--- src/rtl/bus_slave_pkg.sv ---
// Shared types and constants for the bus_slave_mem request/ack target.
package bus_slave_pkg;

    // Transaction sequencing: accept, optional wait states, ack pulse, idle gap.
    typedef enum logic [1:0] {
        IDLE = 2'd0,
        WAIT = 2'd1,
        ACK  = 2'd2,
        GAP  = 2'd3
    } state_e;

    localparam logic CMD_RD = 1'b0;
    localparam logic CMD_WR = 1'b1;

    // Width of the readable transaction counter.
    localparam int CNT_W = 16;

endpackage

--- src/rtl/bus_slave_decode.sv ---
// Address decode for bus_slave_mem: counter register, memory word or error.
module bus_slave_decode #(
    parameter int              ADDR_W   = 32,
    parameter int              DEPTH    = 16,
    parameter int              IDX_W    = $clog2(DEPTH),
    parameter logic [ADDR_W-1:0] CNT_ADDR = 32'hFFFF_FFF0
) (
    input  logic [ADDR_W-1:0] addr_i,
    output logic              hit_mem_o,
    output logic              hit_cnt_o,
    output logic              err_o,
    output logic [IDX_W-1:0]  idx_o
);

    // Classify the captured address; the counter address takes priority.
    always_comb begin
        hit_cnt_o = (addr_i == CNT_ADDR);
        hit_mem_o = 1'b0;
        if (!hit_cnt_o && (addr_i[1:0] == 2'b00) && ((addr_i >> (IDX_W + 2)) == '0)) begin
            hit_mem_o = 1'b1;
        end else begin
            hit_mem_o = 1'b0;
        end
        err_o = ~(hit_cnt_o | hit_mem_o);
        idx_o = addr_i[IDX_W+1:2];
    end

endmodule

--- src/rtl/bus_slave_mem.sv ---
// Req/ack bus slave with register-file storage, programmable wait states,
// decode error reporting and a readable 16-bit transaction counter.
module bus_slave_mem
    import bus_slave_pkg::*;
#(
    parameter int                DATA_W      = 32,
    parameter int                ADDR_W      = 32,
    parameter int                DEPTH       = 16,
    parameter int                WAIT_CYCLES = 1,
    parameter logic [ADDR_W-1:0] CNT_ADDR    = 32'hFFFF_FFF0
) (
    input  logic              clk,
    input  logic              rst,
    input  logic              req,
    input  logic              cmd,
    input  logic [ADDR_W-1:0] addr,
    input  logic [DATA_W-1:0] wdata,
    output logic              ack,
    output logic              err,
    output logic [DATA_W-1:0] rdata
);

    localparam int         IDX_W     = $clog2(DEPTH);
    localparam logic [3:0] WAIT_LOAD = 4'((WAIT_CYCLES > 0) ? (WAIT_CYCLES - 1) : 0);

    state_e              state_q;
    logic [3:0]          wait_q;
    logic                cmd_q;
    logic [ADDR_W-1:0]   addr_q;
    logic [DATA_W-1:0]   wdata_q;
    logic                ack_q;
    logic                err_q;
    logic [DATA_W-1:0]   rdata_q;
    logic [CNT_W-1:0]    cnt_q;
    logic [DATA_W-1:0]   mem_q [DEPTH];

    logic                dec_hit_mem;
    logic                dec_hit_cnt;
    logic                dec_err;
    logic [IDX_W-1:0]    dec_idx;
    logic [CNT_W-1:0]    cnt_d;
    logic [DATA_W-1:0]   rdata_d;
    logic                err_d;
    logic                mem_we;

    bus_slave_decode #(
        .ADDR_W   (ADDR_W),
        .DEPTH    (DEPTH),
        .IDX_W    (IDX_W),
        .CNT_ADDR (CNT_ADDR)
    ) u_decode (
        .addr_i    (addr_q),
        .hit_mem_o (dec_hit_mem),
        .hit_cnt_o (dec_hit_cnt),
        .err_o     (dec_err),
        .idx_o     (dec_idx)
    );

    // Response values and counter update for the transaction being acknowledged.
    always_comb begin
        rdata_d = '0;
        err_d   = 1'b0;
        mem_we  = 1'b0;
        cnt_d   = cnt_q + CNT_W'(1);
        if (dec_hit_cnt) begin
            if (cmd_q == CMD_WR) begin
                cnt_d = '0;
            end else begin
                rdata_d = DATA_W'(cnt_q);
            end
        end else if (dec_hit_mem) begin
            if (cmd_q == CMD_WR) begin
                mem_we = 1'b1;
            end else begin
                rdata_d = mem_q[dec_idx];
            end
        end else begin
            err_d = dec_err;
        end
    end

    // Transaction FSM with registered response outputs, counter and memory.
    always_ff @(posedge clk or negedge rst) begin
        if (!rst) begin
            state_q <= IDLE;
            wait_q  <= 4'd0;
            cmd_q   <= CMD_RD;
            addr_q  <= '0;
            wdata_q <= '0;
            ack_q   <= 1'b0;
            err_q   <= 1'b0;
            rdata_q <= '0;
            cnt_q   <= '0;
            for (int i = 0; i < DEPTH; i++) begin
                mem_q[i] <= '0;
            end
        end else begin
            case (state_q)
                IDLE: begin
                    ack_q <= 1'b0;
                    if (req) begin
                        cmd_q   <= cmd;
                        addr_q  <= addr;
                        wdata_q <= wdata;
                        wait_q  <= WAIT_LOAD;
                        state_q <= (WAIT_CYCLES > 0) ? WAIT : ACK;
                    end
                end
                WAIT: begin
                    if (wait_q == 4'd0) begin
                        state_q <= ACK;
                    end else begin
                        wait_q <= wait_q - 4'd1;
                    end
                end
                ACK: begin
                    ack_q   <= 1'b1;
                    err_q   <= err_d;
                    rdata_q <= rdata_d;
                    cnt_q   <= cnt_d;
                    if (mem_we) begin
                        mem_q[dec_idx] <= wdata_q;
                    end
                    state_q <= GAP;
                end
                GAP: begin
                    ack_q   <= 1'b0;
                    state_q <= IDLE;
                end
                default: begin
                    ack_q   <= 1'b0;
                    state_q <= IDLE;
                end
            endcase
        end
    end

    assign ack   = ack_q;
    assign err   = err_q;
    assign rdata = rdata_q;

endmodule

--- config.mk ---
export PLATFORM = sky130hd
export DESIGN_NAME = bus_slave_mem
export DESIGN_NICKNAME = d
export VERILOG_FILES = /design/src/rtl/bus_slave_pkg.sv /design/src/rtl/bus_slave_decode.sv /design/src/rtl/bus_slave_mem.sv
export SDC_FILE = /design/constraint.sdc
export NUM_CORES = 1
export LEC_CHECK = 0
export ABC_AREA = 1
export BUFFER_PORTS_ARGS = -buffer_cell sky130_fd_sc_hd__buf_2
export CAP_MARGIN = 10
export CORE_MARGIN = 2
export CORE_UTILIZATION = 60
export DETAILED_ROUTE_END_ITERATION = 6
export GPL_ROUTABILITY_DRIVEN = 0
export HOLD_SLACK_MARGIN = 0.15
export PLACE_DENSITY = 0.78
export SLEW_MARGIN = 20
export SYNTH_ARGS = -nofsm -noshare
export SYNTH_HDL_FRONTEND = slang
export SYNTH_HIERARCHICAL = 1
export SYNTH_SLANG_ARGS = --single-unit
--- constraint.sdc ---
create_clock -name clk -period 2.4 [get_ports clk]
set_input_delay 0.24 -clock clk [delete_from_list [all_inputs] [get_ports clk]]
set_output_delay 0.24 -clock clk [all_outputs]
set_load 0.02 [all_outputs]
# After elaboration in Yosys (flattened, before gate mapping)
# Cells that the tools add are included.
[classes]
muxes = 25
magnitude_cmp = 2
eq_ne = 7
add_sub_neg = 2
bitwise = 3
reduce_logical = 15
[ops]
columns = ["cell", "count"]
rows = [
  ["$bwmux 512", 1],
  ["$mux 32", 6],
  ["$bmux 32 s4", 1],
  ["$demux 32 s4", 1],
  ["$mux 16", 3],
  ["$eq 32x32->1 const B", 1],
  ["$logic_not 32->1", 1],
  ["$add 16x1->16 const B", 1],
  ["$mux 4", 2],
  ["$pmux 2 s4", 1],
  ["$pmux 4 s2", 1],
  ["$mux 1", 6],
  ["$ne 2x2->1 const B", 3],
  ["$reduce_and 2->1", 3],
  ["$ge 5x5->1 const B", 1],
  ["$lt 5x1->1 const B", 1],
  ["$not 4->5", 1],
  ["$eq 2x2->1 const B", 2],
  ["$logic_not 2->1", 2],
  ["$logic_not 4->1", 1],
  ["$mux 2", 2],
  ["$reduce_bool 2->1", 2],
  ["$sub 4x1->4 const B", 1],
  ["$logic_and 1x1->1", 3],
  ["7 further kinds", 7],
]
[totals]
inputBits = 68
output_inout_bits = 34
wordCells = 79
reg_bits = 633

# Depth between registers and ports, before layout
[depth]
depth_word = 9
depth_mapped = 14

# Hierarchy
# The synthesis kept the hierarchy.
[by_module_without_submodules]
columns = ["module", "cells_per_inst", "seq_area_each_um2", "area_each_um2", "n_inst"]
rows = [
  ["bus_slave_mem", 3506, 15840.2, 28416.0, 1],
  ["bus_slave_decode", 82, 0.0, 341.6, 1],
]

# Worst setup path before layout
# No wires, ideal clock.
[synth_path]
path_kind = "reg-to-reg"
start = "register addr_q[25]"
end = "register mem_q[247] in the netlist's numbering"
arrival_ps = 2070
path_slack_ps = 196
path_stages_with_launch = 13
setup_time_ps = 134
path_cell_list = "dfrtp_1 > nor2_1 > nand2_1 > nor2_1 > nand2_1 > nor2_2 > inv_1 > nor4_4 > buf_12 > nand3_4 > buf_4 > nand2_1 > o21ai_0"
[synth_between]
elab_chain_cells = 8
word_cells_on_any_way = 9
classes_between = "eq/ne: 1; mux: 3; reduce/logical: 5"
[synth_rtl]
columns = ["item", "line_no", "text"]
rows = [
  ["start, declared", "bus_slave_mem.sv:29", "logic [ADDR_W-1:0] addr_q;"],
  ["start signal, assigned", "bus_slave_mem.sv:103", "addr_q <= addr;"],
  ["$eq 32x32->1", "bus_slave_decode.sv:17", "hit_cnt_o = (addr_i == CNT_ADDR);"],
  ["$logic_not 1->1", "bus_slave_decode.sv:19", "if (!hit_cnt_o && (addr_i[1:0] == 2'b00) && ((addr_i >> (IDX_W + 2)) == '0)) begin"],
  ["$logic_and 1x1->1", "bus_slave_decode.sv:19", ""],
  ["$logic_and 1x1->1 *", "bus_slave_decode.sv:19", ""],
  ["$mux 1 *", "bus_slave_decode.sv:19", ""],
  ["net dec_hit_mem", "bus_slave_mem.sv:37", "logic dec_hit_mem;"],
  ["$mux 1 *", "bus_slave_mem.sv:71", "end else if (dec_hit_mem) begin"],
  ["$mux 1 *", "bus_slave_mem.sv:65", "if (dec_hit_cnt) begin"],
  ["$reduce_and 2->1 (no line) *", "n/a", ""],
  ["end signal, assigned by index", "bus_slave_mem.sv:122", "mem_q[dec_idx] <= wdata_q;"],
  ["end, declared", "bus_slave_mem.sv:35", "logic [DATA_W-1:0] mem_q [DEPTH];"],
]
# Mark *: on every way through the listed nets, which the timed path passes. The rest lies on a longest branch.
# A chain may end at the register's enable or synchronous reset.

# Worst setup path after layout
[layout_path]
start = "register addr_q[1]"
end = "register mem_q[70] in the netlist's numbering"
[layout_between]
elab_chain_cells = 8
word_cells_on_any_way = 9
classes_between = "eq/ne: 1; mux: 3; reduce/logical: 5"
[layout_rtl]
columns = ["item", "line_no", "text"]
rows = [
  ["$eq 32x32->1 *", "bus_slave_decode.sv:17", ""],
  ["net dec_hit_cnt", "bus_slave_mem.sv:38", "logic dec_hit_cnt;"],
  ["$logic_not 1->1", "bus_slave_decode.sv:19", ""],
  ["$logic_and 1x1->1 (2 in a row)", "bus_slave_decode.sv:19", ""],
  ["$mux 1", "bus_slave_decode.sv:19", ""],
  ["$mux 1", "bus_slave_mem.sv:71", ""],
  ["$mux 1 *", "bus_slave_mem.sv:65", ""],
  ["$reduce_and 2->1 (no line) *", "n/a", ""],
]
# Marks and branches as above.

==> summary.txt <==
Pwr
  – P_sw: 10.8 mW
  – Power per cell area: 905 nW/µm²
  – Leak: 16.9 nW
  – Switching Share: 0.360
  – Combinational Power Share: 0.261
  – Seq pwr share: 0.398
  – Pint: 19.2 mW
  – Peak VDD IR: 1.03 mV
  – Tot Pwr: 30.0 mW
  – Clk pwr share: 0.341

Timing
  – Max-slew headroom: 0.409
  – RSZ-0062 raised after global routing: yes
  – Clk_skew: 0.0203 ns
  – WHS: 0.328 ns
  – Fin. max-slew vios: 0
  – Fmax: 419 MHz
  – Final period utilization: 0.993
  – Worst Max-Slew Pin Slew: 0.884 ns
  – Fin. Hold Viols: 0
  – Minimum clock period: 2.38 ns
  – Final setup violation count: 0

Logic synthesis
  – Cells after synthesis: 3,588
  – Compound-Gate Fraction of Synth Area: 0.115
  – Synthesized area: 28,800 µm²
  – Cell variety after synth: 34
  – Yosys top cell area share: 0.551
  – Post-synthesis simple-gate area fraction: 0.265
  – Post-synth EDFFs: 0
  – Avg Cell Area, Syn: 8.01 µm²
  – Adder-cell share of the synthesized area: 0.00261
  – Post-synth top flop: dfrtp_1
  – Synth top area cells: dfrtp_1 (55%), nand2_1 (23%), o21ai_0 (8.2%)
  – Top cell type by total area after synthesis: dfrtp_1
  – Synth Register Bits: 633
  – Most common library cells after synthesis: nand2_1 (1,742), dfrtp_1 (633), o21ai_0 (469), clkbuf_1 (157), o21ai_1 (103)
  – Count leader, synth: nand2_1
  – Register area share after synthesis: 0.551
  – Dominant combinational cell family by area after synthesis: simple AND/OR/NAND/NOR gates
  – Xor and xnor area share after synthesis: 0.000609
  – Syn Nets: 3,662
  – Async SR Flop Fraction: 1.00
  – Synth warn: 6
  – Mux cell area share after synthesis: 0.0125

Critical path
  – Crit path max-delay family: simple AND/OR/NAND/NOR gates
  – CP max-delay cell: dfrtp_1
  – Critical-path cell list: nor2_2 -> nand2_1 -> nor3_1 -> nand2_1 -> nor2_2 -> nor4_4 -> buf_4 -> clkbuf_16 -> nand3_4 -> buf_6 -> o21ai_1
  – WP data arrival: 2.84 ns
  – Buf/Inv on CP: 3
  – Worst EP required: 2.85 ns
  – Worst Setup Start Kind: flip-flop
  – Worst path max stage delay: 0.38 ns
  – Critical path type: flip-flop to flip-flop
  – Crit-path max FO: 13
  – CP endpoint kind: flip-flop

Clock network
  – CTS tree: yes
  – Clock root cell: clkbuf_16
  – Clock slew at reported path FFs: 0.06 ns
  – Clock sink count: 633
  – Clock Latency Late Sink: 0.62 ns
  – Inserted Clock Buffers: 67
  – Clock buffer depth: 3
  – H-tree Lvls: 3

Job
  – Max Cap Viol: 0

Min path
  – Hold crit path type: input pin to asynchronous set/reset pin

GRT
  – Vias in the first global route: 23,863
  – Largest net degree at the start of global routing: 132
  – Gr usage total: 0.327
  – Total grt overflow: 0
  – Global-route wire length before repair: 128,000 µm
  – Initial antenna violation count: 1

Drt
  – Post-route antenna net violation count: 0
  – Starting DRC count in detailed routing: 2,845
  – Residual DRC: 1
  – Via density: 5.74
  – Drt wl/cell: 19.3 µm
  – Via count of the routed design: 24,929
  – DR pass1 iterations: 7
  – Final WL: 84,100 µm

Final layout
  – Area Growth Syn to Fin: 15.3%
  – Non-Filler Instances: 4,345
  – Core Util, Final: 0.697
  – Design area: 33,200 µm²
  – Share of layout cells above drive strength 1: 0.103
  – # diodes: 0
  – Nets: 3,761

Die
  – Total core area: 47,500 µm²
  – Ports: 102
  – Placement Rows: 80
  – Starting Density: 0.605
  – Die H: 223 µm
  – DIE AREA: 49,700 µm²
  – Die width: 223 µm

Placement
  – Dpl cells: 4,151
  – Post-DP HPWL: 44,800 µm
  – Placed Area: 30,000 µm²
  – Port buffer count: 101

Outcome
  – Failing checks: design-rule violations
  – Status: finished, violations left
## final cells by class
| cell class | instances | area [µm²] |
|---|---|---|
| Multi-Input combinational cell | 2636 | 11500 |
| Sequential cell | 633 | 15800 |
| Fill cell | 3625 | 14400 |
| Inverter | 75 | 289 |
| Clock buffer | 94 | 1930 |
| Clock inverter | 18 | 198 |
| Tap cell | 615 | 769 |
| Timing Repair Buffer | 274 | 2650 |
## cells by family after synthesis
kind of cell,after synthesis
compound gates,653
xor+xnor,2
fa+ha+maj,6
buf+inv,319
flops,633
mux,32
simple gates,1943
## worst min-delay path, cell delays in order
cell	delay, ns
dlygate4sd3_1	0.56
buf_8	0.21
buf_4	0.28
## power by group through the flow
| stage | Clock [mW] | Combinational [mW] | Sequential (mW) |
|---|---|---|---|
| 3_3_place_gp | 0 | 7.42 | 12.0 |
| 2_1_floorplan | 0 | 4.36 | 12.0 |
| 6_report | 10.2 | 7.84 | 11.9 |
| 4_1_cts | 10.3 | 7.59 | 11.9 |
| 3_5_place_dp | 0 | 7.47 | 12.1 |
| 5_1_grt | 10.7 | 8.28 | 12.0 |
## through the flow
stage	setup WS, ns	setup TNS, ns
2_1_floorplan	0.196	0
3_3_place_gp	0.180	0
3_5_place_dp	0.112	0
4_1_cts	0.0850	0
5_1_grt	-0.0806	-1.16
6_report	0.0160	0
## routing by layer
metal / up-vias / part of all wire / track usage
li1: 11596 / - / -
met1: 11961 / 0.41 / 0.445
met2: 1165 / 0.46 / 0.530
met3: 207 / 0.086 / 0.0504
met4: 0 / 0.042 / 0.136
met5: - / 0 / 0
## state kept, by name, summed over array words and instances, names as in the netlist
signal	flops
wait_q	4
cmd_q	1
err	1
rdata	32
mem_q	512
wdata_q	32
state_q	2
ack	1
addr_q	32
cnt_q	16
## cell usage in the layout (no fill, tap or decap), drive strengths merged, types with 17 or more instances in the layout
cell / Yosys / layout
o21ai: 572 / 572
nor2: 85 / 85
nand3: 96 / 96
o21bai: 17 / 17
clkbuf: 159 / 102
dfrtp: 633 / 633
a21oi: 61 / 61
inv: 73 / 80
mux2: 32 / 32
dlygate4sd3: 0 / 68
buf: 85 / 198
nand2: 1742 / 1742
## worst paths after layout
kind / startpoint / slack, ns / to / depth (start not counted)
max: addr_q[1] / 0.02 / mem_q[70] / 11
min in group clk: addr[18] / 0.41 / addr_q[18] / 3
min reg2reg: rdata[15] / 0.47 / rdata[15] / 2
min: rst / 0.33 / mem_q[391] / 3
max reg2reg: addr_q[1] / 0.02 / mem_q[70] / 11
max in group asynchronous: rst / 0.82 / mem_q[295] / 3
## repair_timing
item,in CTS,in global routing
hold buffers,68,0
endpoints found under the setup margin,0,481
hold endpoints to repair,701,0
buffers inserted,0,4
resized for setup,0,31
Note: power is estimated with default switching activity, not from simulation.
